$ cat config.mk
export PLATFORM = sky130hd
export DESIGN_NAME = sub_diff_accum
export DESIGN_NICKNAME = d
export VERILOG_FILES = /design/src/rtl/sub_diff_accum_pkg.sv /design/src/rtl/sub_acc_add.sv /design/src/rtl/sub_diff_accum.sv
export SDC_FILE = /design/constraint.sdc
export NUM_CORES = 1
export LEC_CHECK = 0
export BUFFER_PORTS_ARGS = -buffer_cell sky130_fd_sc_hd__buf_2
export CAP_MARGIN = 40
export CORE_ASPECT_RATIO = 0.6
export CORE_MARGIN = 4
export CORE_UTILIZATION = 60
export CTS_BUF_LIST = sky130_fd_sc_hd__clkbuf_8
export DETAILED_ROUTE_END_ITERATION = 10
export GPL_TIMING_DRIVEN = 0
export PLACE_DENSITY_LB_ADDON = 0.1
export RECOVER_POWER = 25
export SETUP_SLACK_MARGIN = 0.15
export SLEW_MARGIN = 0
export SYNTH_ARGS = -nofsm -noshare
export SYNTH_HDL_FRONTEND = slang
export SYNTH_SLANG_ARGS = --single-unit
$ cat constraint.sdc
create_clock -name clk -period 6.3 [get_ports clk]
set_clock_uncertainty 0.2 [all_clocks]
set_input_delay 0.315 -clock clk [delete_from_list [all_inputs] [get_ports clk]]
set_output_delay 0.315 -clock clk [all_outputs]
set_load 0.05 [all_outputs]
$ cat src/rtl/sub_diff_accum_pkg.sv
// Shared types and defaults for the dual difference accumulator.
// FSM encodings plus default widths used by sub_diff_accum and sub_acc_add.
package sub_diff_accum_pkg;

  typedef enum logic [1:0] {
    ST_IDLE  = 2'd0,
    ST_ACCUM = 2'd1,
    ST_HOLD  = 2'd2
  } state_t;

  localparam int DEF_DIFF_W    = 5;
  localparam int DEF_ACC_W     = 7;
  localparam int DEF_FRAME_LEN = 8;
  localparam int DEF_CNT_W     = 3;

endpackage

$ cat src/rtl/sub_acc_add.sv
// Sign-extending accumulator adder with overflow detect.
// Optional clamp on overflow when SUB_ACC_SAT_EN is defined.
module sub_acc_add
  import sub_diff_accum_pkg::*;
#(
  parameter int DIFF_W = DEF_DIFF_W,
  parameter int ACC_W  = DEF_ACC_W
) (
  input  logic [ACC_W-1:0]  acc,
  input  logic [DIFF_W-1:0] d,
  output logic [ACC_W-1:0]  res,
  output logic              ovf
);

  logic [ACC_W:0] wide;

  // One guard bit: the two MSBs disagree exactly when ACC_W range is left.
  assign wide = {acc[ACC_W-1], acc}
              + {{(ACC_W+1-DIFF_W){d[DIFF_W-1]}}, d};
  assign ovf  = wide[ACC_W] ^ wide[ACC_W-1];

`ifdef SUB_ACC_SAT_EN
  localparam logic [ACC_W-1:0] MAX = {1'b0, {(ACC_W-1){1'b1}}};
  localparam logic [ACC_W-1:0] MIN = {1'b1, {(ACC_W-1){1'b0}}};

  // Clamp toward the sign of the true (guard-bit) result.
  always_comb begin
    res = wide[ACC_W-1:0];
    if (ovf) res = wide[ACC_W] ? MIN : MAX;
  end
`else
  assign res = wide[ACC_W-1:0];
`endif

endmodule

$ cat src/rtl/sub_diff_accum.sv
// Frame accumulator for the dual subtractor's s1/s2 differences.
// Build option: SUB_ACC_SAT_EN selects saturating instead of wrapping sums.
module sub_diff_accum
  import sub_diff_accum_pkg::*;
#(
  parameter int DIFF_W    = DEF_DIFF_W,
  parameter int ACC_W     = DEF_ACC_W,
  parameter int FRAME_LEN = DEF_FRAME_LEN,
  parameter int CNT_W     = DEF_CNT_W
) (
  input  logic              clk,
  input  logic              reset,
  input  logic              clr,
  input  logic              in_valid,
  output logic              in_ready,
  input  logic [DIFF_W-1:0] s1,
  input  logic [DIFF_W-1:0] s2,
  output logic              out_valid,
  input  logic              out_ready,
  output logic [ACC_W-1:0]  sum1,
  output logic [ACC_W-1:0]  sum2,
  output logic              ovf1,
  output logic              ovf2,
  output logic [CNT_W-1:0]  cnt
);

  if (FRAME_LEN < 2) begin : g_bad_len
    $error("FRAME_LEN must be at least 2");
  end
  if ((2 ** CNT_W) < FRAME_LEN) begin : g_bad_cnt
    $error("CNT_W too narrow for FRAME_LEN");
  end

  localparam logic [CNT_W-1:0] LAST = CNT_W'(FRAME_LEN - 1);

  state_t           state;
  logic             accept;
  logic [ACC_W-1:0] base1, base2;
  logic [ACC_W-1:0] nxt1, nxt2;
  logic             o1, o2;

  assign accept = in_valid & in_ready;

  // A new frame starts from zero, so the first pair is a plain sign extension.
  assign base1 = (state == ST_IDLE) ? '0 : sum1;
  assign base2 = (state == ST_IDLE) ? '0 : sum2;

  sub_acc_add #(.DIFF_W(DIFF_W), .ACC_W(ACC_W)) u_add1 (
    .acc (base1),
    .d   (s1),
    .res (nxt1),
    .ovf (o1)
  );

  sub_acc_add #(.DIFF_W(DIFF_W), .ACC_W(ACC_W)) u_add2 (
    .acc (base2),
    .d   (s2),
    .res (nxt2),
    .ovf (o2)
  );

  // Frame FSM with registered handshake outputs, sums and sticky flags.
  always_ff @(posedge clk or posedge reset) begin
    if (reset) begin
      state     <= ST_IDLE;
      sum1      <= '0;
      sum2      <= '0;
      ovf1      <= 1'b0;
      ovf2      <= 1'b0;
      cnt       <= '0;
      out_valid <= 1'b0;
      in_ready  <= 1'b1;
    end else if (clr) begin
      state     <= ST_IDLE;
      sum1      <= '0;
      sum2      <= '0;
      ovf1      <= 1'b0;
      ovf2      <= 1'b0;
      cnt       <= '0;
      out_valid <= 1'b0;
      in_ready  <= 1'b1;
    end else begin
      case (state)
        ST_IDLE: begin
          if (accept) begin
            sum1  <= nxt1;
            sum2  <= nxt2;
            ovf1  <= o1;
            ovf2  <= o2;
            cnt   <= CNT_W'(1);
            state <= ST_ACCUM;
          end
        end
        ST_ACCUM: begin
          if (accept) begin
            sum1 <= nxt1;
            sum2 <= nxt2;
            ovf1 <= ovf1 | o1;
            ovf2 <= ovf2 | o2;
            cnt  <= cnt + CNT_W'(1);
            if (cnt == LAST) begin
              state     <= ST_HOLD;
              out_valid <= 1'b1;
              in_ready  <= 1'b0;
            end
          end
        end
        ST_HOLD: begin
          if (out_ready) begin
            state     <= ST_IDLE;
            sum1      <= '0;
            sum2      <= '0;
            ovf1      <= 1'b0;
            ovf2      <= 1'b0;
            cnt       <= '0;
            out_valid <= 1'b0;
            in_ready  <= 1'b1;
          end
        end
        default: begin
          state     <= ST_IDLE;
          out_valid <= 1'b0;
          in_ready  <= 1'b1;
        end
      endcase
    end
  end

endmodule

Yosys cells after proc, flatten, opt, wreduce, memory -nomap -nowiden

Cells that the tools add are included.

Register bits after elaboration: 23
Output and inout port bits: 21

Add/sub/neg operators: 3
Equal/unequal tests: 9
Multiplexer cells: 38
Bitwise operators: 5
Reductions and logical operators: 8

Operators by type and width:

| kind                | count |
|---|---|
| $mux 7              | 7 |
| $pmux 7 s2          | 2 |
| $add 7x5->8         | 2 |
| $mux 1              | 14 |
| $mux 3              | 4 |
| $ne 3x3->1 const B  | 4 |
| $pmux 1 s3          | 4 |
| $reduce_and 4->1    | 3 |
| $mux 2              | 5 |
| $pmux 3 s3          | 1 |
| $pmux 2 s3          | 1 |
| $reduce_bool 4->1   | 1 |
| $add 3x1->3 const B | 1 |
| $eq 3x3->1 const B  | 1 |
| $ne 3x1->1 const B  | 1 |
| $reduce_and 3->1    | 1 |
| $reduce_bool 3->1   | 1 |
| $eq 2x1->1 const B  | 1 |
| $eq 2x2->1 const B  | 1 |
| $logic_not 2->1     | 1 |
| $ne 2x2->1 const B  | 1 |
| $or 1x1->1          | 2 |
| $reduce_or 2->1     | 1 |
| $xor 1x1->1         | 2 |
| $and 1x1->1         | 1 |

Depth between registers and ports, before layout

Depth in word-level cells: 8
Depth in mapped cells: 13
Mapped depth without buffers: 11

Cells and area by module

Synthesis repeated with hierarchy kept, for this count alone.

Cells, all modules: 195
Area total of the unflattened synthesis: 1876.8 um^2

By module, submodules not included:

| module                | instances | cells each | area each (um^2) |
|---|---|---|---|
| sub_diff_accum        | 1         | 113        | 1252.5 |
| sub_acc_add at u_add2 | 1         | 42         | 317.8 |
| sub_acc_add at u_add1 | 1         | 40         | 306.5 |

Least setup slack after synthesis

Ideal clock, no wire load.

Path kind: flip-flop to flip-flop
Start point: register state[0]
End point: register ovf1
Library setup time: 0.121 ns
Arrival time: 2.580 ns
Slack: 3.399 ns
Stages on the path, launching flop included: 13
Buffers on the path: 2
Cell sequence: dfrtp_1 -> inv_1 -> ha_1 -> buf_2 -> clkbuf_1 -> nor2b_1 -> ha_1 -> fa_1 -> a211oi_2 -> o21bai_1 -> a21oi_2 -> xor2_1 -> a22o_1

Longest elaborated chain between the ends: 8

RTL lines:

| element                | line                                       | text |
|---|---|---|
| start, declared        | sub_diff_accum.sv:36                       | `state_t state;` |
| start signal, assigned | sub_diff_accum.sv:65                       | `state <= ST_IDLE;` |
| start signal, assigned | sub_diff_accum.sv:74                       | `state <= ST_IDLE;` |
| start signal, assigned | sub_diff_accum.sv:91                       | `state <= ST_ACCUM;` |
| $logic_not 2->1        | sub_diff_accum.sv:45, sub_diff_accum.sv:83 |  |
| $mux 7                 | sub_diff_accum.sv:45                       | `assign base1 = (state == ST_IDLE) ? '0 : sum1;` |
| $add 7x5->8            | sub_acc_add.sv:19                          | `+ {{(ACC_W+1-DIFF_W){d[DIFF_W-1]}}, d};` |
| $xor 1x1->1            | sub_acc_add.sv:20                          | `assign ovf = wide[ACC_W] ^ wide[ACC_W-1];` |
| $or 1x1->1             | sub_diff_accum.sv:98                       | `ovf1 <= ovf1 \| o1;` |
| $mux 1                 | sub_diff_accum.sv:95                       | `if (accept) begin` |
| $pmux 1 s3             | sub_diff_accum.sv:83                       | `case (state)` |
| $mux 1                 | sub_diff_accum.sv:73                       | `end else if (clr) begin` |
| end signal, assigned   | sub_diff_accum.sv:98                       |  |
| end, declared          | sub_diff_accum.sv:22                       | `output logic ovf1,` |

Several ways; a longest one is shown, not always the timed one. The select of a mux whose other input is x is not followed.
A chain may end at the register's enable or synchronous reset.

Final worst setup path

Start point: register state[1]
End point: register sum1[6]

Longest elaborated chain between the ends: 6

RTL lines:

| element              | line                                       | text |
|---|---|---|
| $logic_not 2->1      | sub_diff_accum.sv:45, sub_diff_accum.sv:83 |  |
| $mux 7               | sub_diff_accum.sv:45                       |  |
| $add 7x5->8          | sub_acc_add.sv:19                          |  |
| $mux 7               | sub_diff_accum.sv:85, sub_diff_accum.sv:95 |  |
| $pmux 7 s2           | sub_diff_accum.sv:83                       |  |
| $mux 7               | sub_diff_accum.sv:73                       |  |
| end signal, assigned | sub_diff_accum.sv:86                       | `sum1 <= nxt1;` |
| end signal, assigned | sub_diff_accum.sv:96                       | `sum1 <= nxt1;` |
| end, declared        | sub_diff_accum.sv:20                       | `output logic [ACC_W-1:0] sum1,` |

Several ways; a longest one is shown, not always the timed one. The select of a mux whose other input is x is not followed.

==> metrics.md <==
| Metric | Value |
|---|---|
| Run status | `finished, final reports clean` |
| Mapped Avg Cell Area | `~9.3 µm²` |
| Power, Total | `0.863 mW` |
| Area added between synthesis and finish | `16.3%` |
| Setup slack after placement | `2.96 ns` |
| Via count of the first global-routing pass | `1542` |
| Top cell types by occurrence after synthesis | `22 x dfrtp_1, 20 x ha_1, 20 x o21ai_0` |
| Worst hold path stage count | `3` |
| Avg Vias per Cell | `5.98` |
| Largest incremental delay on the critical path | `about 0.44 ns` |
| Required time of the critical path | `roughly 6.3 ns` |
| Number of hold buffers added after CTS | `1` |
| Insertion delay of the later-clocked pin in the worst-skew pair | `~0.27 ns` |
| Relative slew slack | `0.433` |
| Top cell type's share of synthesized area | `0.314` |
| Clock period minus final worst setup slack | `3.41 ns` |
| Worst Max-Slew Pin Slew | `0.851 ns` |
| Die width | `between 70 and 80 µm` |
| Via total after detailed routing | `1609` |
| Wirelength per Cell | `16.5 µm` |
| Final sum of negative setup slack | `0 ns` |
| Power density normalized to cell area | `423 mW/mm²` |
| Arr. time, crit path | `3.37 ns` |
| Most used cell along the critical path | `ha_1` |
| Antenna cells | `0` |
| Count of flip-flops with a built-in enable after synthesis | `0` |
| Number of max-capacitance violations reported | `0` |
| Maximum number of pins on one net before global-route repair | `15` |
| Antenna violations before repair | `0` |
| Clock H-tree levels | `1` |
| Type of the setup path with the least slack | `register to register` |
| Ys async rst share | `1.00` |
| Dominant synthesized flop cell | `dfrtp_1` |
| Post-CTS repair timing setup buffer count | `0` |
| Synth Cell Area | `0.00176 mm²` |
| Num ports | `36` |
| Worst reg2reg startpoint | `state[1]` |
| Crit-path leading delay family | `adder cells` |
| Worst flop-to-flop path endpoint | `sum1[6]` |
| Series of cell instances along the critical path | `inv_1 -> ha_1 -> buf_2 -> clkbuf_1 -> nor2b_1 -> ha_1 -> fa_1 -> a211oi_2 -> o21bai_1 -> a21oi_2 -> xor2_1 -> o21ai_0` |
| Total length of routed wires | `4430 µm` |
| Number of buffers created by CTS | `3` |
| R2r worst-path depth | `12` |
| Share of total power in sequential cells | `0.254` |
| Path class of the lowest-slack min-delay path | `input pin to register` |
| Dominant cell type by area after synthesis | `dfrtp_1` |
| Cell with the most instances after synthesis | `dfrtp_1` |
| Final WS setup | `2.89 ns` |
| Final clock period utilization by the worst path | `0.542` |
| Number of placement rows | `14` |
| Wire length of the first global-routing pass | `7330 µm` |
| Slowest stage cell on the critical path | `clkbuf_1` |
| Yosys warns | `0` |
| First-pass detailed-route iteration total | `4` |
| Internal power contribution | `0.406 mW` |
| Core Region | `0.00265 mm²` |
| Number of setup violations in the final report | `0` |
| Clock transition at path regs | `0.09 ns` |
| Internal reg-to-reg setup slack | `2.89 ns` |
| DR iter-0 viols | `around 220` |
| Vertical extent of the die | `49.9 µm` |
| Type of origin of the critical path | `register` |
| Post-synthesis sequential element count | `23` |
| Startpoint of the most critical setup path | `state[1]` |
| Clock power share | `0.113` |
| Startpoint of the lowest-slack hold path | `s2[0]` |
| Leakage power total | `1.00 nW` |
| Type of element capturing the critical path | `register` |
| Switching fraction of total power | `0.529` |
| Hold violation total from the final report | `0` |
| Port Buffers | `35` |
| Cell count after synthesis | `188` |
| Cells resized by post-CTS repair | `0` |
| Die Footprint | `0.00388 mm²` |
| Clock tree from TritonCTS | `yes` |
| Clock root cell | `clkbuf_8` |
| Aggregate global-route resource usage | `0.241` |
| Weighted congestion at the end of routability-driven global placement | `0.854` |
| WHS Endpoint | `sum2[0]` |
| Worst path bufs/invs | `3` |
| Routed Antenna Nets | `0` |
| Net Sw Power | `0.456 mW` |
| Number of clock sinks | `23` |
| Initial standard-cell utilization of the core | `0.664` |
| Total congestion overflow after global routing | `0` |
| HPWL after detailed placement | `around 3400 µm` |
| FMAX | `between 0.2 and 0.3 GHz` |
| Layout Nets | `267` |
| Sequential cell area fraction in the yosys report | `0.329` |
| Setup repair after global routing missed its margin | `false` |
| Remaining DRCs | `0` |
| Part of the power in combinational logic | `0.633` |
| Worst-path maximum fanout | `10` |
| Mapped Nets | `225` |
| Worst IR drop on VDD | `0.270 mV` |
| Synth cell types | `40` |
| CTS max path bufs | `2` |
| Ratio of cells with drive above 1 in the final layout | `0.249` |
| Area contributors post-synth | `dfrtp_1 31%, ha_1 14%, o21ai_0 5.7%` |
| Count of final max-slew check failures | `0` |
## metrics by stage
step,hold WS [ns],area [µm²],cells,util
2_1_floorplan,0.116,1760,188,-
3_3_place_gp,0.278,1980,263,0.749
3_5_place_dp,0.142,2000,264,0.754
4_1_cts,0.189,2050,269,0.776
5_1_grt,0.185,2040,269,0.772
6_report,0.186,2040,269,0.772
## how the worst max path moves through the flow
stage / to / cells past startpoint
after global placement: ovf1 / 12
final: sum1[6] / 12
after floorplan: ovf1 / 12
after global routing: sum1[6] / 12
after CTS: sum1[6] / 12
after detailed placement: sum1[6] / 12
## registers in the layout (all words and copies together), names as in the netlist
register,count
sum2,7
cnt,3
out_valid,1
ovf1,1
ovf2,1
state,2
in_ready,1
sum1,7
## logic make-up (layout without fill, tap and decap cells)
family	Yosys count	count (layout)	share of synthesized area
multiplexers	3	3	0.0192
flip-flops	23	23	0.329
adder cells (fa/ha/maj)	22	22	0.165
XOR/XNOR	8	8	0.0399
AND/OR/NAND/NOR	53	53	0.160
AO/OA/AOI/OAI	65	65	0.254
buffers and inverters	14	55	0.0335
## metal layers
layer / GRT usage / wire, µm / up-vias
met3: 0.0455 / 353 / 15
li1: - / - / 765
met4: 0.0799 / 126 / 0
met5: 0 / 0 / -
met2: 0.364 / 1960 / 76
met1: 0.345 / 2000 / 753
## layout by cell type (no fill, tap or decap), types with 7 or more instances in the layout
master,instances
buf_2,37
dfrtp_1,22
o21ai_0,20
ha_1,20
nand2_1,17
nor2b_1,14
inv_1,10
nor2_1,10
a21oi_1,7
## layout make-up
class,count,area [µm²]
buffer,4,21.3
clock buffer,3,41.3
clock inverter,1,5.00
fill,206,604
inverter,10,37.5
multi-input combinational,151,1120
sequential,23,577
tap,40,50.0
timing repair buffer,37,189
## power by group through the flow
stage | Clock, mW | Combinational, mW | Sequential [mW]
6_report | 0.0974 | 0.546 | 0.219
4_1_cts | 0.0965 | 0.543 | 0.218
3_3_place_gp | 0 | 0.522 | 0.217
3_5_place_dp | 0 | 0.538 | 0.221
2_1_floorplan | 0 | 0.292 | 0.339
5_1_grt | 0.107 | 0.591 | 0.225
## tightest hold or removal path, cell delays in order
cell and delay [ns]:
buf_2 0.08, ha_1 0.12, a22o_1 0.11
No activity file was read; power rests on OpenSTA's default activity.
